`src/rtl/cpu_pkg.sv`:
```
// Shared CPU definitions: fetch FSM encoding and architectural constants.
package cpu_pkg;
  localparam logic [15:0] DEF_RESET_PC = 16'h0000;
  localparam logic [3:0]  OP_HLT       = 4'hF;
  localparam logic [15:0] NOP_INSTR    = 16'h0000;

  typedef enum logic [1:0] {
    RUN  = 2'd0,
    WAIT = 2'd1,
    HALT = 2'd2
  } fetch_state_t;
endpackage

```
`src/rtl/pc_reg.sv`:
```
// Program counter register: async active-low reset, load-enabled update.
module pc_reg #(
  parameter int            W       = 16,
  parameter logic [W-1:0]  RST_VAL = '0
) (
  input  logic         clk_i,
  input  logic         rst_ni,
  input  logic         ld_i,
  input  logic [W-1:0] d_i,
  output logic [W-1:0] q_o
);
  always_ff @(posedge clk_i or negedge rst_ni) begin
    if (!rst_ni)   q_o <= RST_VAL;
    else if (ld_i) q_o <= d_i;
  end
endmodule

```
`src/rtl/fetch_stage.sv`:
```
// Instruction fetch: owns the PC, drives imem over req/ready, feeds the F/D flops,
// and handles stalls, decode-resolved redirects and HLT.
module fetch_stage import cpu_pkg::*; #(
  parameter int                ADDR_W      = 16,
  parameter logic [ADDR_W-1:0] RESET_PC    = ADDR_W'(DEF_RESET_PC),
  parameter logic [3:0]        HALT_OPCODE = OP_HLT
) (
  input  logic              clk,
  input  logic              rst,
  input  logic              stall,
  input  logic              branch_taken,
  input  logic [ADDR_W-1:0] branch_target,
  output logic              imem_req,
  output logic [ADDR_W-1:0] imem_addr,
  input  logic              imem_ready,
  input  logic [15:0]       imem_rdata,
  output logic [15:0]       instruction_out,
  output logic [ADDR_W-1:0] oldPC_out,
  output logic [ADDR_W-1:0] newPC_out,
  output logic              fd_wen,
  output logic              fd_valid,
  output logic              halted
);
  fetch_state_t      state_q, state_d;
  logic              pend_redir_q, pend_redir_d;
  logic [ADDR_W-1:0] pend_target_q, pend_target_d;
  logic [ADDR_W-1:0] pc_q, pc_d, pc_inc;
  logic              pc_ld;
  logic              req, hlt, wen, vld;
  logic              is_hlt, redir_now;

  pc_reg #(.W(ADDR_W), .RST_VAL(RESET_PC)) u_pc (
    .clk_i  (clk),
    .rst_ni (rst),
    .ld_i   (pc_ld),
    .d_i    (pc_d),
    .q_o    (pc_q)
  );

  assign pc_inc    = pc_q + ADDR_W'(2);
  assign is_hlt    = (imem_rdata[15:12] == HALT_OPCODE);
  // A redirect that arrived during a miss is applied once that miss returns.
  assign redir_now = (state_q == WAIT) && pend_redir_q;

  always_ff @(posedge clk or negedge rst) begin
    if (!rst) begin
      state_q       <= RUN;
      pend_redir_q  <= 1'b0;
      pend_target_q <= '0;
    end else begin
      state_q       <= state_d;
      pend_redir_q  <= pend_redir_d;
      pend_target_q <= pend_target_d;
    end
  end

  always_comb begin
    state_d       = state_q;
    pend_redir_d  = pend_redir_q;
    pend_target_d = pend_target_q;
    pc_ld         = 1'b0;
    pc_d          = pc_inc;
    case (state_q)
      RUN, WAIT: begin
        if (branch_taken) begin
          // In WAIT the request must drain first, unless it completes right now.
          if (state_q == RUN || imem_ready) begin
            pc_ld        = 1'b1;
            pc_d         = branch_target;
            state_d      = RUN;
            pend_redir_d = 1'b0;
          end else begin
            pend_redir_d  = 1'b1;
            pend_target_d = branch_target;
          end
        end else if (!imem_ready) begin
          state_d = WAIT;
        end else if (redir_now) begin
          pc_ld        = 1'b1;
          pc_d         = pend_target_q;
          pend_redir_d = 1'b0;
          state_d      = RUN;
        end else if (stall) begin
          state_d = RUN;
        end else if (is_hlt) begin
          state_d = HALT;
        end else begin
          pc_ld   = 1'b1;
          state_d = RUN;
        end
      end
      HALT: begin
        if (branch_taken) begin
          pc_ld   = 1'b1;
          pc_d    = branch_target;
          state_d = RUN;
        end
      end
      default: state_d = RUN;
    endcase
  end

  always_comb begin
    req = 1'b0;
    hlt = 1'b0;
    wen = 1'b0;
    vld = 1'b0;
    case (state_q)
      RUN, WAIT: begin
        req = 1'b1;
        if (branch_taken)                  wen = 1'b1;
        else if (!imem_ready || redir_now) wen = ~stall;
        else if (!stall) begin
          wen = 1'b1;
          vld = 1'b1;
        end
      end
      HALT: begin
        hlt = 1'b1;
        wen = branch_taken | ~stall;
      end
      default: ;
    endcase
  end

  // Reset forces the handshake and F/D controls quiet without waiting for a clock.
  assign imem_req        = req & rst;
  assign halted          = hlt & rst;
  assign fd_wen          = wen & rst;
  assign fd_valid        = vld & rst;
  assign imem_addr       = pc_q;
  assign oldPC_out       = pc_q;
  assign newPC_out       = pc_inc;
  assign instruction_out = fd_valid ? imem_rdata : NOP_INSTR;
endmodule
```
`config.mk`:
```
export PLATFORM = sky130hd
export DESIGN_NAME = fetch_stage
export DESIGN_NICKNAME = d
export VERILOG_FILES = /design/src/rtl/cpu_pkg.sv /design/src/rtl/pc_reg.sv /design/src/rtl/fetch_stage.sv
export SDC_FILE = /design/constraint.sdc
export NUM_CORES = 1
export LEC_CHECK = 0
export BUFFER_PORTS_ARGS = -buffer_cell sky130_fd_sc_hd__buf_2
export CORE_MARGIN = 2
export CORE_UTILIZATION = 43
export DETAILED_ROUTE_END_ITERATION = 10
export HOLD_SLACK_MARGIN = 0.05
export PLACE_DENSITY = 0.8
export SYNTH_ARGS = -nofsm -noshare
export SYNTH_HDL_FRONTEND = slang
export SYNTH_SLANG_ARGS = --single-unit
```
`constraint.sdc`:
```
create_clock -name clk -period 1.5 [get_ports clk]
set_input_delay 0 -clock clk [delete_from_list [all_inputs] [get_ports clk]]
set_output_delay 0 -clock clk [all_outputs]
set_load 0.02 [all_outputs]
```
## Word level (Yosys, flattened, before mapping)

Cells that the tools add are included.

- Output and inout bits: 68
- Logic and storage cells: 64
- Bits in registers: 35
- Input port bits: 37

- Mux-type cells: 36
- Reductions and logical operators: 11
- Bitwise operators: 7
- Equal/unequal tests: 5
- Add/subtract/negate cells: 1

Operators by type and width:

| cell | count |
|---|---|
| 16-bit two-way mux | 6 |
| 16-bit case mux with 2 select lines | 1 |
| 1-bit two-way mux | 19 |
| 16-bit by 2-bit adder with 16-bit output, second input constant | 1 |
| 2-bit two-way mux | 7 |
| 3-bit AND reduction | 2 |
| 1-bit bitwise AND | 4 |
| 4-bit equality test, second input constant | 1 |
| 1-bit case mux with 2 select lines | 2 |
| 2-bit case mux with 2 select lines | 1 |
| 2-bit nonzero test | 2 |
| 3-bit inequality test, second input constant | 1 |
| 2-bit by 1-bit equality test with 1-bit output, second input constant | 1 |
| 2-bit equality test, second input constant | 1 |
| 2-bit logical NOT | 1 |
| 1-bit logical OR | 2 |
| 2-bit inequality test, second input constant | 1 |
| 1-bit NOT | 2 |
| 2-bit AND reduction | 1 |
| 2-bit OR reduction | 1 |
| 1-bit logical AND | 1 |
| 1-bit logical NOT | 1 |
| 1-bit bitwise OR | 1 |

## Logic depth before layout (Yosys ltp)

Gate-level depths: netlist (run 1).

- Depth after elaboration: 8
- Gate-level depth with buffers: 9
- Gate-level depth less buffers: 6

## Modules after synthesis

From an unflattened synthesis (run 1), not the netlist that was laid out.

- Cell total of the unflattened synthesis: 231
- Area total of the unflattened synthesis: 2,392.3 um^2

Modules (own cells, without submodules):

| module | area each (um^2) | instances | cells an instance | seq. area each (um^2) |
|---|---|---|---|---|
| fetch_stage | 1,742.9 | 1 | 197 | 475.5 |
| pc_reg | 649.4 | 1 | 34 | 400.4 |

## Worst setup path before layout (run 1)

Ideal clock, no wire load.

- Path kind: reg2reg
- Start point: register u_pc.q_o[1]
- End point: register u_pc.q_o[3]
- Path slack: -331 ps
- Arrival time: 1,749 ps
- Clock period less this slack: 1,831 ps
- Library setup time: 82 ps
- Buffers on the path: 0
- Required time: 1,418 ps
- Stages on the path, launching flop included: 7
- Cells stage by stage: dfrtp_1 ha_1 xor2_1 inv_1 nor4_1 a21oi_1 a31oi_1

- Word-level cells in the longest chain between the ends: 5
- Elaborated cells on any way between the ends: 7
- Those cells by class: add/sub: 1; mux: 6

Ends and longest elaborated chain:

| what | line | RTL |
|---|---|---|
| start: declaration | pc_reg.sv:10 | `output logic [W-1:0] q_o` |
| start signal: assignment | pc_reg.sv:14 | `else if (ld_i) q_o <= d_i;` |
| 16-bit by 2-bit adder with 16-bit output (*) | fetch_stage.sv:40 | `assign pc_inc = pc_q + ADDR_W'(2);` |
| via newPC_out[3] | fetch_stage.sv:19 | `output logic [ADDR_W-1:0] newPC_out,` |
| 16-bit two-way mux | fetch_stage.sv:78 | `end else if (redir_now) begin` |
| 16-bit two-way mux | fetch_stage.sv:76 | `end else if (!imem_ready) begin` |
| 16-bit two-way mux | fetch_stage.sv:65 | `if (branch_taken) begin` |
| 16-bit case mux with 2 select lines (*) | fetch_stage.sv:63 | `case (state_q)` |

Mark *: on every way through the listed nets, which the timed path passes. The rest lies on a longest branch.
A chain may end at the register's enable or synchronous reset.

## Worst setup path in the final report (run 1)

- Start point: register pend_redir_q
- End point: register u_pc.q_o[12]

- Word-level cells in the longest chain between the ends: 5
- Elaborated cells on any way between the ends: 9
- Those cells by class: mux: 8; reduce/logical: 1

Ends and longest elaborated chain:

| what | line | RTL |
|---|---|---|
| start: declaration | fetch_stage.sv:25 | `logic pend_redir_q, pend_redir_d;` |
| start signal: assignment | fetch_stage.sv:52 | `pend_redir_q <= pend_redir_d;` |
| 1-bit logical AND (*) | fetch_stage.sv:43 | `assign redir_now = (state_q == WAIT) && pend_redir_q;` |
| 16-bit two-way mux or 1-bit two-way mux (tied branches) | fetch_stage.sv:78 |  |
| 16-bit two-way mux or 1-bit two-way mux (tied branches) | fetch_stage.sv:76 |  |
| 16-bit two-way mux or 1-bit two-way mux (tied branches) | fetch_stage.sv:65 |  |
| 16-bit case mux with 2 select lines or 1-bit case mux with 2 select lines (tied branches) | fetch_stage.sv:63 |  |

Every way passes the cells marked *; elsewhere a longest branch is shown, timed or not.

==> flow_summary_export.csv, run 1 <==
group,metric,value,unit
setup_path,cp_slowest_cell,"dfrtp_2",
routing,vias,3086,
global_route,gr-usage-all-layers,35.4,%
min_path,hold_class,"input port to flip-flop",
run,cap_violations,0,
layout,area_growth,92.7,%
synthesis,synthFlopType,"dfrtp_1",
clocking,clock-sinks,35,
layout,nFillCells,265,
setup_path,rrSetupSlack,-0.31,ns
setup_path,r2r_start,"pend_redir_q",
setup_path,worstReg2RegEnd,"u_pc.q_o[12]",
placement,io_buffers,104,
clocking,htree_num_levels,2,
routing,ant_nets,0,
sta,final-hold-violation-count,0,
setup_path,cp_num_cells,6,
setup_path,cp.required,1.71,ns
setup_path,crit_family,"simple AND/OR/NAND/NOR gates",
clocking,root_buffer,"clkbuf_8",
pwr,leakage,2.11,nW
synthesis,synth_nets,281,
min_path,hold_depth,3,
routing,drt_wl_total,11.8,mm
placement,globalplace.congestion,0.823,
layout,layout.nets,461,
sta,hold_slack,0.174,ns
die,die_height,77.1,µm
layout,multi_input_area,1720,µm²
die,ios,105,
synthesis,async_flop_share,100,%
pwr,p_per_area,1040,nW/µm²
global_route,grt_start_max_net_pins,36,
sta,post-route-min-period,1.81,ns
setup_path,ff2ff_path_depth,6,
die,core,5140,µm²
global_route,antenna_found_initial,0,
outcome,violations,"setup timing",
die,die_area,5950,µm²
die,num_rows,26,
layout,seqCellArea,891,µm²
clocking,clk_pin_slew_worst_paths,0.08,ns
routing,drt-initial-drc-count,307,
setup_path,crit_end,"u_pc.q_o[12]",
synthesis,avgSynthCellArea,9.46,µm²
layout,drive_above_1_share,68.6,%
sta,max_freq,0.552,GHz
outcome,status,"finished, violations left",
synthesis,yosys_warnings,0,
sta,drv_slew,0,
sta,finalSetupViolations,59,
sta,rsz0062_at_grt,"true",
setup_path,endpoint_kind,"flip-flop",
sta,setup_ws,-0.312,ns
clocking,insertion_delay,0.30,ns
sta,fin_skew,0.00872,ns
sta,worst_pin_slew,0.495,ns
routing,routedWlPerCell,23.9,µm
setup_path,cp.arrival,2.02,ns
sta,maxSlewHeadroom,67.0,%
setup_path,crit_start,"pend_redir_q",
setup_path,startpoint_type,"flip-flop",
placement,place_ws,-0.272,ns
setup_path,critPathMaxStageDelay,0.43,ns
setup_path,crit_chain,"buf_6, nand4b_1, nor2_4, a22oi_2, a21oi_2, a2bb2oi_1",
layout,antennaDiodeCount,0,
pwr,ir_drop,979,µV
synthesis,synth_edf_count,0,
synthesis,synth_area,2300,µm²
global_route,grt.overflow.total,0,
clocking,cts_made_buffers,5,
synthesis,ys_seq_elements,35,
setup_path,crit_fanout,7,
setup_path,worstSetupPathType,"flip-flop to flip-flop",
routing,avgViaCountPerCell,6.25,
global_route,grt_pass1_wl,16.2,mm
die,initial_core_util,44.7,%
clocking,cts_max_path_buffers,2,
global_route,grt_pass1_vias,2919,
sta,timing.setup.tns,-10.49,ns
synthesis,yosysSeqAreaShare,38.1,%
routing,drt-pass1-iter-count,5,
routing,drcViolationCount,0,
die,dieWidth,77.1,µm
setup_path,critical_path_buf_inv_count,1,
sta,finalCritPeriodShare,121,%
clocking,cts_tree,"built",
synthesis,synth_cells,243,
synthesis,synth_cell_types,47,
placement,hpwl,5.28,mm
-- worst min-delay path by stage --
stage	startpoint	endpoint	slack (ns)
final	stall	state_q[1]	0.17
after global routing	stall	state_q[1]	0.17
after CTS	stall	state_q[1]	0.12
after detailed placement	rst	u_pc.q_o[14]	0.13
after global placement	rst	u_pc.q_o[12]	0.12
after floorplan	rst	pend_redir_q	-0.30
-- worst min-delay path, stage by stage --
cell,delay (ns)
buf_2,0.13
nor3b_1,0.08
o211a_1,0.22
-- registers in the layout, summed over array words and instances (netlist names) --
register       cells
pend_target_q     16
u_pc.q_o          16
state_q            2
pend_redir_q       1
-- cells in the mapped netlist (2+ instances only) --
cell type | n | area, µm²
nor3_1 | 3 | 15.0
xnor2_1 | 7 | 61.3
a2bb2oi_1 | 2 | 17.5
buf_6 | 3 | 33.8
nand4_1 | 3 | 18.8
xor2_1 | 6 | 52.6
and3_1 | 2 | 12.5
buf_2 | 5 | 25.0
and4_1 | 5 | 43.8
nor2_1 | 13 | 48.8
o211ai_1 | 4 | 30.0
o21ai_0 | 13 | 65.1
and2_1 | 19 | 119
nor4_1 | 3 | 18.8
nand3_1 | 4 | 20.0
nand2_1 | 17 | 63.8
nand2b_1 | 3 | 18.8
a31oi_1 | 2 | 12.5
buf_4 | 19 | 143
inv_1 | 6 | 22.5
clkbuf_1 | 2 | 7.51
a221oi_1 | 3 | 26.3
a22oi_1 | 8 | 60.1
o31ai_1 | 2 | 15.0
a222oi_1 | 2 | 20.0
nor3b_1 | 3 | 22.5
o2bb2ai_1 | 2 | 17.5
dfrtp_1 | 35 | 876
a221o_1 | 2 | 20.0
a22o_1 | 2 | 17.5
o21ai_1 | 2 | 10.0
mux2_2 | 16 | 180
a21oi_1 | 11 | 55.1
-- per-layer routing --
layer,GRT usage (%),part of all wire [%],vias up
li1,-,-,1230
met1,46.2,37,1486
met2,55.3,47,305
met3,7.65,12,65
met4,18.9,4.9,0
met5,0,0,-
-- power breakdown --
group          switching (mW)  internal [mW]  leakage [nW]  total [mW]
logic                    1.34           1.08          1.65        2.42
registers               0.219           1.15         0.414        1.37
clock network           0.384          0.420        0.0515       0.805
-- logic make-up (layout without fill, tap and decap cells) --
kind of cell / count (synthesis) / after routing / share of synthesized area (%)
AOI/OAI and AO/OA: 61 / 61 / 18.2
and+or+nand+nor: 80 / 80 / 19.7
buffers and inverters: 36 / 217 / 10.2
adders and majority gates: 1 / 1 / 0.544
xor gates and xnor gates: 13 / 13 / 4.95
muxes: 17 / 17 / 8.27
DFF: 35 / 35 / 38.1
-- cells in the final DEF, fill, tap and decap left out, drive strengths merged, types with 5 or more instances in the layout --
cell         count
and2            19
a21oi           11
and4             5
nand2           17
mux2            16
a22oi            8
o21ai           15
inv              6
dfrtp           35
dlygate4sd3     18
clkbuf           8
nor2            13
buf            184
xor2             6
xnor2            7
-- layout make-up --
class,instances,area share (%)
Inverter,7,0.593
Timing Repair Buffer,202,36.2
Tap cell,70,1.98
Clock buffer,8,2.26
Sequential cell,35,20.1
Multi-Input combinational cell,172,38.8
-- per-stage QoR --
stage	instances	util (%)	total power, mW	instance area, µm²
after global placement	426	60.2	2.91	3090
final	494	86.2	4.60	4430
after floorplan	243	-	2.40	2400
after global routing	494	86.2	4.73	4430
after CTS	480	79.7	4.08	4100
after detailed placement	426	60.2	2.95	3090
-- repair_timing --
| action | CTS | global route |
|---|---|---|
| setup endpoints to repair | 58 | 62 |
| endpoints found under the hold margin | 62 | 0 |
| buffers inserted | 26 | 17 |
| gates resized for setup | 121 | 59 |
| pin swaps | 31 | 25 |
| cloned | 2 | 0 |
| hold buffers | 18 | 0 |
(Power assumes the default switching activity.)
==> inputs of run 2 (changes only) <==
--- a/config.mk
+++ b/config.mk
@@ -10,7 +10,7 @@
 export CORE_UTILIZATION = 43
 export DETAILED_ROUTE_END_ITERATION = 10
 export HOLD_SLACK_MARGIN = 0.05
-export PLACE_DENSITY = 0.8
+export PLACE_DENSITY = 0.76
 export SYNTH_ARGS = -nofsm -noshare
 export SYNTH_HDL_FRONTEND = slang
 export SYNTH_SLANG_ARGS = --single-unit
==> flow_summary_export.csv, run 2 (synthesized netlist as in run 1, its figures left out) <==
group,metric,value,unit
global_route,gr-usage-all-layers,31.3,%
pwr,power_frac_seq,29.3,%
layout,drive_above_1_share,71.3,%
pwr,internal_power,2.63,mW
pwr,combPwrFrac,55.4,%
routing,routedWlPerCell,24.2,µm
global_route,grt_pass1_wl,14.4,mm
setup_path,endpoint_kind,"flip-flop",
routing,drt_wl_total,11.9,mm
clocking,cts_max_path_buffers,2,
clocking,cts_made_buffers,5,
layout,nFillCells,229,
setup_path,crit_path_frequent_cell,"buf_6",
clocking,clk_pin_slew_worst_paths,0.08,ns
global_route,grt_pass1_vias,2744,
pwr,clkPwrFrac,15.4,%
die,dieWidth,77.1,µm
sta,finalCritPeriodShare,122,%
sta,setup_ws,-0.336,ns
layout,top_regs,"pend_target_q: 16 flops, u_pc.q_o: 16 flops, state_q: 2 flops",
placement,io_buffers,104,
run,cap_violations,0,
sta,finalSetupViolations,61,
layout,final_cell_mix,"73 x buf_2, 54 x buf_4, 48 x buf_6, 25 x dfrtp_1, 19 x and2_4",
global_route,grt_start_max_net_pins,36,
pwr,p_per_area,1030,nW/µm²
clocking,root_buffer,"clkbuf_8",
sta,fin_skew,0.00867,ns
routing,drcViolationCount,0,
min_path,hold_class,"input port to flip-flop",
placement,post-place-cells,429,
sta,max_freq,0.545,GHz
layout,final_cells,491,
die,core,5140,µm²
sta,timing.setup.tns,-12.32,ns
layout,antennaDiodeCount,0,
pwr,leakage,2.15,nW
global_route,antenna_found_initial,0,
routing,ant_nets,0,
setup_path,startpoint_type,"flip-flop",
clocking,insertion_delay,0.30,ns
pwr,total_power,4.59,mW
die,ios,105,
layout,layout.nets,458,
sta,hold_slack,0.0758,ns
sta,maxSlewHeadroom,53.1,%
placement,hpwl,5.22,mm
setup_path,cp.required,1.68,ns
die,die_height,77.1,µm
sta,post-route-min-period,1.84,ns
placement,placed_area,3130,µm²
layout,final_common_cell,"buf_2",
setup_path,cp_slowest_cell,"dfrtp_1",
routing,drt-pass1-iter-count,8,
sta,worst_pin_slew,0.694,ns
setup_path,critPathMaxStageDelay,0.39,ns
placement,globalplace.congestion,0.874,
pwr,ir_drop,874,µV
layout,area_growth,94.4,%
setup_path,crit_fanout,6,
layout,final_cell_area,4470,µm²
clocking,htree_num_levels,2,
setup_path,cp.arrival,2.01,ns
die,initial_core_util,44.7,%
pwr,net-switching-power,1.96,mW
routing,avgViaCountPerCell,6.23,
pwr,sw_frac_of_total,42.7,%
outcome,violations,"setup timing",
clocking,clock-sinks,35,
routing,drt-initial-drc-count,338,
sta,drv_slew,0,
clocking,cts_tree,"built",
sta,final-hold-violation-count,0,
setup_path,crit_chain,"buf_6, a21oi_4, buf_4, buf_6, a21oi_4, buf_6, buf_4, nor2_1, a222oi_1, o21ai_1",
routing,vias,3058,
die,die_area,5950,µm²
sta,rsz0062_at_grt,"true",
die,num_rows,26,
global_route,grt.overflow.total,0,
setup_path,worstSetupPathType,"flip-flop to flip-flop",
outcome,status,"finished, violations left",
==> run 2: cell types whose count changed in the layout (fill, tap and decap cells not counted), sizes merged <==
cell,before,now
buf,184,181
clkinv,1,2
dlygate4sd3,18,17
==> run 2: through the flow <==
stage	utilization [%]	setup slack [ns]
finish	87.0	-0.336
global route	87.0	-0.405
CTS	78.4	-0.215
detailed placement	60.8	-0.561
global placement	60.8	-0.406
floorplan	-	-0.0568
==> run 2: cell type report <==
class | count | area (µm²) | share of cell area [%]
sequential | 35 | 888 | 19.9
multi-input combinational | 172 | 1760 | 39.5
clock inverter | 1 | 5.00 | 0.112
tap | 70 | 87.6 | 1.96
inverter | 7 | 26.3 | 0.588
timing repair buffer | 199 | 1620 | 36.3
clock buffer | 7 | 76.3 | 1.71
==> run 2: critical path, delay by kind of cell (launching register included) <==
kind / cells / cell delay, ns
buffers and inverters: 5 / 0.66
AND/OR/NAND/NOR: 1 / 0.04
flip-flops: 1 / 0.39
AO/OA/AOI/OAI: 4 / 0.63
==> run 2: worst paths after layout <==
kind                                    from                end  slack [ns]  depth (start not counted)
max                             pend_redir_q       u_pc.q_o[13]       -0.34                         10
min                               imem_ready         state_q[0]        0.08                          3
max reg2reg                     pend_redir_q       u_pc.q_o[13]       -0.34                         10
min reg2reg                pend_target_q[15]  pend_target_q[15]        0.53                          1
max in group asynchronous                rst        u_pc.q_o[8]        0.77                          3
min in group asynchronous                rst       u_pc.q_o[13]        0.37                          3
==> run 2: per-layer routing <==
metal | track usage (%) | part of all wire [%]
met5 | 0 | 0
met4 | 13.6 | 6.2
met3 | 5.76 | 10
met2 | 51.8 | 48
met1 | 40.0 | 35
==> run 2: repair_timing <==
action,CTS,global route
pin swaps,37,26
hold buffers,17,0
endpoints found under the setup margin,55,62
gates resized for setup,117,83
setup buffers,23,13
gates cloned,4,1
endpoints found under the hold margin,61,0
==> run 2: power by group through the flow <==
stage	Sequential (mW)	Combinational [mW]	Clock [mW]
finish	1.34	2.54	0.706
global route	1.35	2.61	0.741
CTS	1.29	2.02	0.673
floorplan	1.47	0.932	0
global placement	1.29	1.66	0
detailed placement	1.30	1.69	0
